File: config.mk
export PLATFORM = sky130hd
export DESIGN_NAME = ioctl_rom_router_flat
export DESIGN_NICKNAME = d
export VERILOG_FILES = /design/src/rtl/ioctl_rom_router_if.sv /design/src/rtl/ioctl_rom_router.sv /design/src/flat_wrapper.sv
export SDC_FILE = /design/constraint.sdc
export NUM_CORES = 1
export LEC_CHECK = 0
export ABC_AREA = 0
export CAP_MARGIN = 15
export CORE_MARGIN = 2
export CORE_UTILIZATION = 46
export CTS_CLUSTER_SIZE = 28
export DETAILED_ROUTE_END_ITERATION = 10
export PLACE_DENSITY = 0.92
export SYNTH_ARGS = -nofsm -noshare
export SYNTH_HDL_FRONTEND = slang
export SYNTH_SLANG_ARGS = --single-unit
File: constraint.sdc
create_clock -name clk_sys -period 2.6 [get_ports clk_sys]
set_input_delay 0.26 -clock clk_sys [delete_from_list [all_inputs] [get_ports clk_sys]]
set_output_delay 0.26 -clock clk_sys [all_outputs]
set_load 0.01 [all_outputs]
File: src/rtl/ioctl_rom_router_if.sv
// Host download bus into the router plus the ROM write port it drives toward the game core.
interface ioctl_rom_router_if;
  logic        ioctl_download;
  logic [7:0]  ioctl_index;
  logic        ioctl_wr;
  logic [24:0] ioctl_addr;
  logic [7:0]  ioctl_dout;
  logic [15:0] dn_addr;
  logic [7:0]  dn_data;
  logic        dn_wr;

  modport master (
    output ioctl_download, ioctl_index, ioctl_wr, ioctl_addr, ioctl_dout,
    input  dn_addr, dn_data, dn_wr
  );

  modport slave (
    input  ioctl_download, ioctl_index, ioctl_wr, ioctl_addr, ioctl_dout,
    output dn_addr, dn_data, dn_wr
  );
endinterface

File: src/rtl/ioctl_rom_router.sv
// Routes host download streams: index 0 to the ROM write port, 1 to the variant byte, 254 to DIP bytes.
// Holds the game core in reset from download start until HOLD_CYCLES after the ROM stream ends.
module ioctl_rom_router #(
  parameter int HOLD_CYCLES = 64,
  parameter int MIN_BYTES   = 16384
) (
  input  logic                 clk_sys,
  input  logic                 reset,
  ioctl_rom_router_if.slave    bus,
  output logic [7:0]           mod,
  output logic [7:0]           sw0,
  output logic [7:0]           sw1,
  output logic [7:0]           sw2,
  output logic [7:0]           sw3,
  output logic                 core_reset,
  output logic                 rom_valid,
  output logic [16:0]          byte_count,
  output logic                 overflow
);

  localparam int          HCW   = (HOLD_CYCLES > 1) ? $clog2(HOLD_CYCLES) : 1;
  localparam logic [16:0] MIN_B = 17'(MIN_BYTES);

  typedef enum logic [1:0] {IDLE, LOAD, HOLD, RUN} state_t;

  state_t           state_q, state_d;
  logic [HCW-1:0]   hold_q, hold_d;

  logic             dn_wr_q, dn_wr_d;
  logic [15:0]      dn_addr_q, dn_addr_d;
  logic [7:0]       dn_data_q, dn_data_d;
  logic [16:0]      byte_count_q, byte_count_d;
  logic             overflow_q, overflow_d;
  logic             rom_valid_q, rom_valid_d;
  logic [7:0]       mod_q, mod_d;
  logic [3:0][7:0]  sw_q, sw_d;

  logic start, rom_wr, accept, high_addr;

  assign start     = bus.ioctl_download && (bus.ioctl_index == 8'd0);
  assign high_addr = |bus.ioctl_addr[24:16];
  // ROM bytes count only inside LOAD with the download still asserted
  assign rom_wr    = (state_q == LOAD) && start && bus.ioctl_wr;
  assign accept    = rom_wr && !high_addr;

  // state register
  always_ff @(posedge clk_sys) begin
    if (reset) begin
      state_q <= IDLE;
      hold_q  <= '0;
    end else begin
      state_q <= state_d;
      hold_q  <= hold_d;
    end
  end

  // next state
  always_comb begin
    state_d = state_q;
    hold_d  = hold_q;
    unique case (state_q)
      IDLE, RUN: if (start) state_d = LOAD;
      LOAD: begin
        if (!bus.ioctl_download) begin
          state_d = HOLD;
          hold_d  = HCW'(HOLD_CYCLES - 1);
        end
      end
      HOLD: begin
        if (start)              state_d = LOAD;
        else if (hold_q == '0)  state_d = RUN;
        else                    hold_d  = hold_q - HCW'(1);
      end
      default: state_d = IDLE;
    endcase
  end

  // FSM outputs
  always_comb begin
    core_reset = (state_q != RUN);
  end

  always_comb begin
    dn_wr_d      = 1'b0;
    dn_addr_d    = dn_addr_q;
    dn_data_d    = dn_data_q;
    byte_count_d = byte_count_q;
    overflow_d   = overflow_q;
    rom_valid_d  = rom_valid_q;
    mod_d        = mod_q;
    sw_d         = sw_q;

    if (state_d == LOAD && state_q != LOAD) begin
      byte_count_d = '0;
      overflow_d   = 1'b0;
      rom_valid_d  = 1'b0;
    end

    if (accept) begin
      dn_wr_d   = 1'b1;
      dn_addr_d = bus.ioctl_addr[15:0];
      dn_data_d = bus.ioctl_dout;
      if (byte_count_q != 17'h1FFFF) byte_count_d = byte_count_q + 17'd1;
    end
    if (rom_wr && high_addr) overflow_d = 1'b1;

    // verdict uses the post-write count so a byte on the final LOAD cycle is included
    if (state_q == LOAD && state_d == HOLD)
      rom_valid_d = (byte_count_d >= MIN_B) && !overflow_d;

    if (bus.ioctl_wr && bus.ioctl_index == 8'd1) mod_d = bus.ioctl_dout;
    if (bus.ioctl_wr && bus.ioctl_index == 8'd254 && bus.ioctl_addr[24:2] == '0)
      sw_d[bus.ioctl_addr[1:0]] = bus.ioctl_dout;
  end

  always_ff @(posedge clk_sys) begin
    if (reset) begin
      dn_wr_q      <= 1'b0;
      dn_addr_q    <= '0;
      dn_data_q    <= '0;
      byte_count_q <= '0;
      overflow_q   <= 1'b0;
      rom_valid_q  <= 1'b0;
      mod_q        <= '0;
      sw_q         <= {4{8'hFF}};
    end else begin
      dn_wr_q      <= dn_wr_d;
      dn_addr_q    <= dn_addr_d;
      dn_data_q    <= dn_data_d;
      byte_count_q <= byte_count_d;
      overflow_q   <= overflow_d;
      rom_valid_q  <= rom_valid_d;
      mod_q        <= mod_d;
      sw_q         <= sw_d;
    end
  end

  assign bus.dn_wr   = dn_wr_q;
  assign bus.dn_addr = dn_addr_q;
  assign bus.dn_data = dn_data_q;
  assign byte_count  = byte_count_q;
  assign overflow    = overflow_q;
  assign rom_valid   = rom_valid_q;
  assign mod         = mod_q;
  assign sw0         = sw_q[0];
  assign sw1         = sw_q[1];
  assign sw2         = sw_q[2];
  assign sw3         = sw_q[3];

endmodule

File: src/flat_wrapper.sv
// flat-port wrapper written by rule: the top's interface ports become plain ports
module ioctl_rom_router_flat 
#(
  parameter int HOLD_CYCLES = 64,
  parameter int MIN_BYTES   = 16384
)
  (clk_sys, reset, mod, sw0, sw1, sw2, sw3, core_reset, rom_valid, byte_count, overflow, bus_ioctl_download, bus_ioctl_index, bus_ioctl_wr, bus_ioctl_addr, bus_ioctl_dout, bus_dn_addr, bus_dn_data, bus_dn_wr);
  ioctl_rom_router_if bus_i ();
  input  logic clk_sys;
  input  logic reset;
  output logic [7:0] mod;
  output logic [7:0] sw0;
  output logic [7:0] sw1;
  output logic [7:0] sw2;
  output logic [7:0] sw3;
  output logic core_reset;
  output logic rom_valid;
  output logic [16:0] byte_count;
  output logic overflow;
  input wire logic [$bits(bus_i.ioctl_download)-1:0] bus_ioctl_download;
  input wire logic [$bits(bus_i.ioctl_index)-1:0] bus_ioctl_index;
  input wire logic [$bits(bus_i.ioctl_wr)-1:0] bus_ioctl_wr;
  input wire logic [$bits(bus_i.ioctl_addr)-1:0] bus_ioctl_addr;
  input wire logic [$bits(bus_i.ioctl_dout)-1:0] bus_ioctl_dout;
  output wire logic [$bits(bus_i.dn_addr)-1:0] bus_dn_addr;
  output wire logic [$bits(bus_i.dn_data)-1:0] bus_dn_data;
  output wire logic [$bits(bus_i.dn_wr)-1:0] bus_dn_wr;
  assign bus_i.ioctl_download = bus_ioctl_download;
  assign bus_i.ioctl_index = bus_ioctl_index;
  assign bus_i.ioctl_wr = bus_ioctl_wr;
  assign bus_i.ioctl_addr = bus_ioctl_addr;
  assign bus_i.ioctl_dout = bus_ioctl_dout;
  assign bus_dn_addr = bus_i.dn_addr;
  assign bus_dn_data = bus_i.dn_data;
  assign bus_dn_wr = bus_i.dn_wr;
  ioctl_rom_router #(.HOLD_CYCLES(HOLD_CYCLES), .MIN_BYTES(MIN_BYTES)) u_core (.clk_sys(clk_sys), .reset(reset), .bus(bus_i), .mod(mod), .sw0(sw0), .sw1(sw1), .sw2(sw2), .sw3(sw3), .core_reset(core_reset), .rom_valid(rom_valid), .byte_count(byte_count), .overflow(overflow));
endmodule
==> results_tabular.tex, run 1 <==
\begin{tabular}{lr}
\hline
Metric & Value \\
\hline
\multicolumn{2}{l}{\textbf{Finish}} \\
Post-route non-filler standard cell count & 714 \\
Fin nets & 655 \\
Proportion of layout cells with a drive suffix above 1 & 9.69\% \\
Growth of design area from synthesis to finish & 43.3\% \\
Diode insertion count for antenna repair & 0 \\
\multicolumn{2}{l}{\textbf{GRT}} \\
Met2 capacity usage during global routing & 41.9\% \\
Largest net degree at the start of global routing & 31 \\
Number of global-route vias before repair & 3794 \\
GRT Residual Overflow & 0 \\
Wire length of the first global-routing pass & 18700 um \\
Global router's overall resource usage & 24.2\% \\
Met3 global-route usage & 6.29\% \\
M1 GR Usage & 29.1\% \\
Most Crowded Layer GR & met2 \\
Number of antenna violations at the first check in global routing & 0 \\
\multicolumn{2}{l}{\textbf{Synth}} \\
Average footprint of a synthesized cell & 8.67 um\^{}2 \\
Number of distinct library cell variants in the gate-level netlist after synthesis & 48 \\
Yosys Warn Count & 0 \\
FFs w/ async S/R, synth & 0\% \\
Count of flip-flops with a built-in enable after synthesis & 0 \\
Top area cells in the synthesized netlist & dfxtp\_1 46\%, a211o\_1 7.1\%, nand2\_1 5.9\% \\
Post-Syn Nets & 508 \\
Flip-flop and latch count after synthesis & 92 \\
Post-synthesis instance total & 457 \\
Primary FF master, synth & dfxtp\_1 \\
Seq/Total Area, Yosys & 46.5\% \\
Area share of the largest cell type after synthesis & 46.5\% \\
Dominant cell by count in the synthesized netlist & dfxtp\_1 \\
Post-synthesis cell area & 0.00396 mm\^{}2 \\
Cell types with the highest counts after synthesis & 92 x dfxtp\_1, 62 x nand2\_1, 50 x nor2\_1 \\
Yosys top cell by area & dfxtp\_1 \\
\multicolumn{2}{l}{\textbf{STA}} \\
Maximum clock skew at final layout & 9.32 ps \\
Number of max-slew violations in the final report & 0 \\
Ratio of final minimum period to clock period & 95.6\% \\
Final critical path time including I/O delays and setup & 2490 ps \\
Slack of the critical path & 115 ps \\
Setup repair after global routing missed its margin & false \\
Actual slew at the worst max-slew pin & 506 ps \\
Endpoints failing setup & 0 \\
Slew HR & 65.4\% \\
Final hold violations & 0 \\
Highest attainable clock frequency & 402 MHz \\
\multicolumn{2}{l}{\textbf{Route}} \\
First-pass detailed-route iteration total & 4 \\
Count of nets left with antenna violations after detail routing & 0 \\
Number of vias per cell & 5.46 \\
Drc violations & 0 \\
Count of vias placed by the detailed router & 3901 \\
Wire length per cell & 15.9 um \\
Detailed router's first-iteration violation count & 150 \\
Wirelength, routed & 11300 um \\
\multicolumn{2}{l}{\textbf{Clock tree}} \\
Buffers inserted during post-CTS setup optimization & 0 \\
Buffer cell driving the clock tree root & clkbuf\_8 \\
TritonCTS clock tree & done \\
Post-CTS Hold Fix Bufs & 0 \\
Clock buffer depth & 2 \\
CTS sink cnt & 92 \\
Clock latency at the later pin of the worst-skew pair & 360 ps \\
Post-cts resize count & 0 \\
Number of H-tree branching levels & 3 \\
Clock transition time at the flip-flop clock pins of the worst setup and hold paths & 90 ps \\
Number of buffers created by CTS & 9 \\
\multicolumn{2}{l}{\textbf{Power and ir drop}} \\
Worst supply voltage drop on vdd & 0.000309 V \\
Static Leak & 0.00200 uW \\
Power per cell area & 523 mW/mm\^{}2 \\
Post-route total power & 2970 uW \\
\multicolumn{2}{l}{\textbf{Floorplan}} \\
Initial standard-cell utilization of the core & 47.7\% \\
Die outline height & 96.8 um \\
Standard cell core area & 0.00830 mm\^{}2 \\
Top-level I/O count & 130 \\
Die W & 96.8 um \\
Placement Rows & 33 \\
DIE AREA & 0.00937 mm\^{}2 \\
\multicolumn{2}{l}{\textbf{Setup path}} \\
Biggest fanout along the worst timing path & 3 \\
Critical path endpoint category & flip-flop \\
Data required time of the worst path & 2890 ps \\
Critical path launch point type & flip-flop \\
Arrival time at the worst endpoint & 2770 ps \\
Startpoint-to-endpoint class of the critical path & flip-flop to flip-flop \\
\multicolumn{2}{l}{\textbf{Place}} \\
Number of port buffers & 129 \\
Worst Setup Slack post-DPL & -208 ps \\
Half-perimeter wire length of the detailed placement result & 8360 um \\
Routability congestion estimate & 0.880 \\
Cell Count Post-Placement & 698 \\
\multicolumn{2}{l}{\textbf{Min path}} \\
Worst min-delay path category & input pin to flip-flop \\
\multicolumn{2}{l}{\textbf{Status}} \\
Run status & complete, no violations \\
\multicolumn{2}{l}{\textbf{Run}} \\
Total of max-cap violations & 0 \\
\hline
\end{tabular}
[critical path, stage by stage, from the launching register on]
cell and delay (ps):
dfxtp_1 320, inv_1 80, ha_1 170, or3b_2 490
nor4_1 410, o21ai_0 160, o32a_1 210, nor4_1 340
mux2i_1 230
[routing by layer]
layer  vias to the layer above  wire [um]
li1                       1888          -
met3                        23        699
met4                         0        239
met5                         -          0
met2                       138       5740
met1                      1852       4650
[registers in the layout (all words and copies together) (netlist names)]
| signal | cells |
|---|---|
| u_core.bus.dn_addr | 16 |
| u_core.bus.dn_data | 8 |
| u_core.bus.dn_wr | 1 |
| u_core.byte_count | 17 |
| u_core.hold_q | 6 |
| u_core.mod | 8 |
| u_core.overflow | 1 |
| u_core.rom_valid | 1 |
| u_core.state_q | 2 |
| u_core.sw0 | 8 |
| u_core.sw1 | 8 |
| u_core.sw2 | 8 |
| u_core.sw3 | 8 |
[cells by family (layout without fill, tap and decap cells)]
kind of cell    Yosys count  in the layout  share of synthesized area [%]
xor+xnor                 11             11                           2.43
flops                    92             92                           46.5
mux                      10             10                           2.56
simple gates            193            193                           24.4
fa+ha+maj                 6              6                           1.90
buf+inv                  44            196                           5.08
compound gates          101            101                           17.2
[path summary, 6_finish.rpt]
| check | startpoint | endpoint | slack, ps | cells past startpoint |
|---|---|---|---|---|
| max | u_core.hold_q[0]$_SDFFE_PP0P_ | u_core.rom_valid$_SDFFE_PP0P_ | 110 | 8 |
| min reg2reg | u_core.bus.dn_addr[12]$_SDFFE_PP0P_ | u_core.bus.dn_addr[12]$_SDFFE_PP0P_ | 460 | 2 |
| max reg2reg | u_core.hold_q[0]$_SDFFE_PP0P_ | u_core.rom_valid$_SDFFE_PP0P_ | 110 | 8 |
| min | reset | u_core.hold_q[0]$_SDFFE_PP0P_ | 340 | 2 |
[per-stage QoR]
step | TNS [ps] | hold WS (ps) | cell area [um^2] | utilization (%)
floorplan | 0 | 378 | 3960 | -
global placement | -2540 | 442 | 5500 | 66.2
detailed placement | -5420 | 450 | 5500 | 66.2
CTS | 0 | 327 | 5680 | 68.4
global route | 0 | 375 | 5680 | 68.4
finish | 0 | 338 | 5680 | 68.4
[cell type report]
cell class	instances	area, um^2
inverters	20	75.1
clock buffers	10	128
clock inverters	6	50.0
flip-flops and latches	92	1840
repair buffers	160	1530
well taps	105	131
fillers	627	2620
multi-input cells	321	1920
[cells in the final DEF, fill, tap and decap left out, types with 2 or more instances in the layout]
cell type and count:
a2111oi_0 2, a211o_1 32, a21oi_1 44, a311oi_1 2, and3_1 2, buf_4 30
clkbuf_8 9, clkdlybuf4s50_1 128, clkinv_4 3, dfxtp_1 92, ha_1 6, inv_1 20
mux2i_1 9, nand2_1 62, nand3_1 9, nand3b_1 5, nand4_1 7, nor2_1 50
nor2b_1 17, nor3_1 4, nor3_2 3, nor4_1 9, nor4_2 2, o211ai_1 3
o21a_1 2, o21ai_0 6, o21ai_1 2, or2_2 3, or3_1 10, or4_1 2
xnor2_1 9, xor2_1 2
[power breakdown]
group	switching, uW	internal (uW)	total (uW)
registers	49.8	1460	1510
clock network	526	358	884
logic	317	263	580
total	892	2080	2970
(Power assumes the default switching activity.)
==> run 2: changes to the inputs <==
==> constraint.sdc (replaced) <==
create_clock -name clk_sys -period 2.3 [get_ports clk_sys]
set_input_delay 0.23 -clock clk_sys [delete_from_list [all_inputs] [get_ports clk_sys]]
set_output_delay 0.23 -clock clk_sys [all_outputs]
set_load 0.01 [all_outputs]
==> run 2 against run 1 <==
  * Sequential share of layout area shrank 2.1 points
  * Register-to-register slack worse by 60 ps
  * Final cell count rose by 3.1%
  * Non-clock buffer count rose by 21
  * Highest routed layer is now met5
  * Clock power increased by 32%
  * Combinational power increased by 37%
  * Hold slack worse by 180 ps
  * Global-route usage increased by 0.067 points
==> results_tabular.tex, run 2 (synthesis results as in run 1) <==
\begin{tabular}{lr}
\hline
Metric & Value \\
\hline
\multicolumn{2}{l}{\textbf{Setup path}} \\
CP cell instances & clkdlybuf4s50\_1, or4b\_4, nor4\_4, nand4\_1, buf\_4, nor3\_4, buf\_6, nor2b\_1, a211o\_1 \\
Worst r2r src & u\_core.state\_q[0]\$\_SDFF\_PP0\_ \\
Startpoint-to-endpoint class of the critical path & input pin to flip-flop \\
Highest-delay cell along the critical path & or4b\_4 \\
Origin of the worst setup path & bus\_ioctl\_addr[3] \\
Arrival time at the worst endpoint & 2510 ps (-260 ps) \\
Worst path bufs/invs & 3 (+2) \\
Biggest fanout along the worst timing path & 7 (+4) \\
Category of cells accounting for the largest share of critical-path delay & simple AND/OR/NAND/NOR gates \\
Cell depth of the worst setup path & 9 (+1) \\
Worst setup path end & u\_core.sw1[7]\$\_SDFFE\_PP1P\_ \\
Data required time of the worst path & 2550 ps (-340 ps) \\
Critical path launch point type & input pin \\
Setup slack, reg-to-reg & 50 ps (-60 ps) \\
Worst R2R End & u\_core.byte\_count[3]\$\_SDFF\_PP0\_ \\
Critical path endpoint category & flip-flop \\
Worst path max stage delay & 500 ps (about the same) \\
Worst reg-to-reg path cell count & 7 (-1) \\
\multicolumn{2}{l}{\textbf{Floorplan}} \\
Die W & 96.8 um (unchanged) \\
Standard cell core area & 0.00830 mm\^{}2 (unchanged) \\
DIE AREA & 0.00937 mm\^{}2 (unchanged) \\
Die outline height & 96.8 um (unchanged) \\
Placement Rows & 33 (unchanged) \\
Top-level I/O count & 130 (unchanged) \\
Initial standard-cell utilization of the core & 47.7\% (unchanged) \\
\multicolumn{2}{l}{\textbf{GRT}} \\
GRT Residual Overflow & 0 (unchanged) \\
Largest net degree at the start of global routing & 75 (+140\%) \\
Wire length of the first global-routing pass & 18800 um (+0.66\%) \\
Number of global-route vias before repair & 3926 (+3.5\%) \\
Number of antenna violations at the first check in global routing & 1 (+1) \\
Global router's overall resource usage & 24.2\% (+0.067 points) \\
\multicolumn{2}{l}{\textbf{Power and ir drop}} \\
Static Leak & 0.00228 uW (+14\%) \\
Power per cell area & 605 mW/mm\^{}2 (+16\%) \\
Worst supply voltage drop on vdd & 0.000393 V (+27\%) \\
\multicolumn{2}{l}{\textbf{Min path}} \\
Worst min-delay path category & input pin to flip-flop \\
\multicolumn{2}{l}{\textbf{STA}} \\
Final hold violations & 0 (unchanged) \\
Slack of the critical path & 38.5 ps (-76.4 ps) \\
Actual slew at the worst max-slew pin & 477 ps (-28.1 ps) \\
Maximum clock skew at final layout & 13.0 ps (+3.70 ps) \\
Final critical path time including I/O delays and setup & 2260 ps \\
Highest attainable clock frequency & 442 MHz \\
Slew HR & 67.3\% (+1.9 points) \\
Endpoints failing setup & 0 (unchanged) \\
Ratio of final minimum period to clock period & 98.3\% \\
Number of max-slew violations in the final report & 0 (unchanged) \\
\multicolumn{2}{l}{\textbf{Route}} \\
Drc violations & 0 (unchanged) \\
Wirelength, routed & 12100 um (+7.1\%) \\
First-pass detailed-route iteration total & 7 (+3) \\
Wire length per cell & 16.5 um (+3.9\%) \\
Count of nets left with antenna violations after detail routing & 0 (unchanged) \\
Count of vias placed by the detailed router & 4052 (+3.9\%) \\
Detailed router's first-iteration violation count & 156 (+4.0\%) \\
Number of vias per cell & 5.51 (+0.77\%) \\
\multicolumn{2}{l}{\textbf{Finish}} \\
Proportion of layout cells with a drive suffix above 1 & 17.3\% (+7.6 points) \\
Growth of design area from synthesis to finish & 53.6\% \\
Fin nets & 677 (+3.4\%) \\
Final cell utilization of the core & 73.3\% (+4.9 points) \\
Diode insertion count for antenna repair & 0 (unchanged) \\
Most common library cell in the layout ignoring fill and taps & clkdlybuf4s50\_1 \\
Flip-flop count of the largest register after layout & 17 (unchanged) \\
Most frequent cells in the layout & 118 x clkdlybuf4s50\_1, 87 x dfxtp\_1, 62 x nand2\_1, 46 x nor2\_1, 46 x buf\_4 \\
\multicolumn{2}{l}{\textbf{Place}} \\
Half-perimeter wire length of the detailed placement result & 8400 um (+0.58\%) \\
Worst Setup Slack post-DPL & -445 ps (-237 ps) \\
Number of port buffers & 129 (unchanged) \\
Routability congestion estimate & 0.884 (+0.56\%) \\
\multicolumn{2}{l}{\textbf{Run}} \\
Total of max-cap violations & 0 (unchanged) \\
\multicolumn{2}{l}{\textbf{Clock tree}} \\
Clock buffer depth & 2 (unchanged) \\
Number of buffers created by CTS & 9 (unchanged) \\
CTS sink cnt & 92 (unchanged) \\
Number of H-tree branching levels & 3 (unchanged) \\
TritonCTS clock tree & done \\
Clock latency at the later pin of the worst-skew pair & 370 ps (about the same) \\
Buffer cell driving the clock tree root & clkbuf\_8 \\
Clock transition time at the flip-flop clock pins of the worst setup and hold paths & 100 ps (about the same) \\
\multicolumn{2}{l}{\textbf{Status}} \\
Run status & complete, no violations \\
\hline
\end{tabular}
==> run 2: cell types whose count changed in the layout (fill, tap and decap cells not counted), sizes merged, moves of 2 or more <==
cell,delta
inv,+2
buf,+21
dlymetal6s2s,+10
clkdlybuf4s50,-10
==> run 2: area by class of cell <==
class | count | area, um^2
Clock buffer | 9 | 124
Clock inverter | 7 | 92.6
Fill cell | 555 | 2210
Inverter | 20 | 75.1
Multi-Input combinational cell | 322 | 2060
Sequential cell | 92 | 1850
Tap cell | 105 | 131
Timing Repair Buffer | 181 | 1750
==> run 2: repair_timing <==
| item | in CTS | in global routing |
|---|---|---|
| hold buffers | 0 | 0 |
| buffers inserted | 1 | 2 |
| endpoints found under the setup margin | 31 | 40 |
| pin swaps | 4 | 10 |
| cloned | 0 | 2 |
| resized for setup | 11 | 43 |
==> run 2: metrics by stage <==
step	power [uW]	hold slack, ps	TNS (ps)	cell area (um^2)	std cells
3_5_place_dp	2430	447	-18980	5640	715
6_report	3680	158	0	6080	736
2_1_floorplan	2150	348	0	3960	457
4_1_cts	3600	206	0	5910	732
3_3_place_gp	2380	442	-15570	5640	715
5_1_grt	3840	156	-464	6080	736
==> run 2: power breakdown <==
part	switching, uW	internal (uW)	total [uW]
sequential	64.8	1650	1710
clock	638	531	1170
combinational	416	380	797
total	1120	2560	3680
==> run 2: how the worst min path moves through the flow <==
stage | start | endpoint | slack [ps] | cells after the start
floorplan | bus_ioctl_dout[0] | u_core.sw0[0]$_SDFFE_PP1P_ | 350 | 1
global placement | u_core.bus.dn_addr[15]$_SDFFE_PP0P_ | u_core.bus.dn_addr[15]$_SDFFE_PP0P_ | 440 | 2
CTS | reset | u_core.state_q[0]$_SDFF_PP0_ | 210 | 2
detailed placement | u_core.bus.dn_data[5]$_SDFFE_PP0P_ | u_core.bus.dn_data[5]$_SDFFE_PP0P_ | 450 | 2
global route | bus_ioctl_addr[9] | u_core.bus.dn_addr[9]$_SDFFE_PP0P_ | 160 | 3
finish | bus_ioctl_addr[9] | u_core.bus.dn_addr[9]$_SDFFE_PP0P_ | 160 | 3
==> run 2: layer usage <==
metal	share of wire, %	GRT usage, %	vias to the layer above
li1	-	-	1938
met1	41	29.2	1925
met2	50	42.2	165
met3	6.5	6.07	22
met4	2.0	8.02	2
met5	0.11	0	-
==> run 2: worst min-delay path, cell delays in order <==
cell and delay [ps]:
dlymetal6s2s_1 140, nand2_1 60, a21oi_1 50
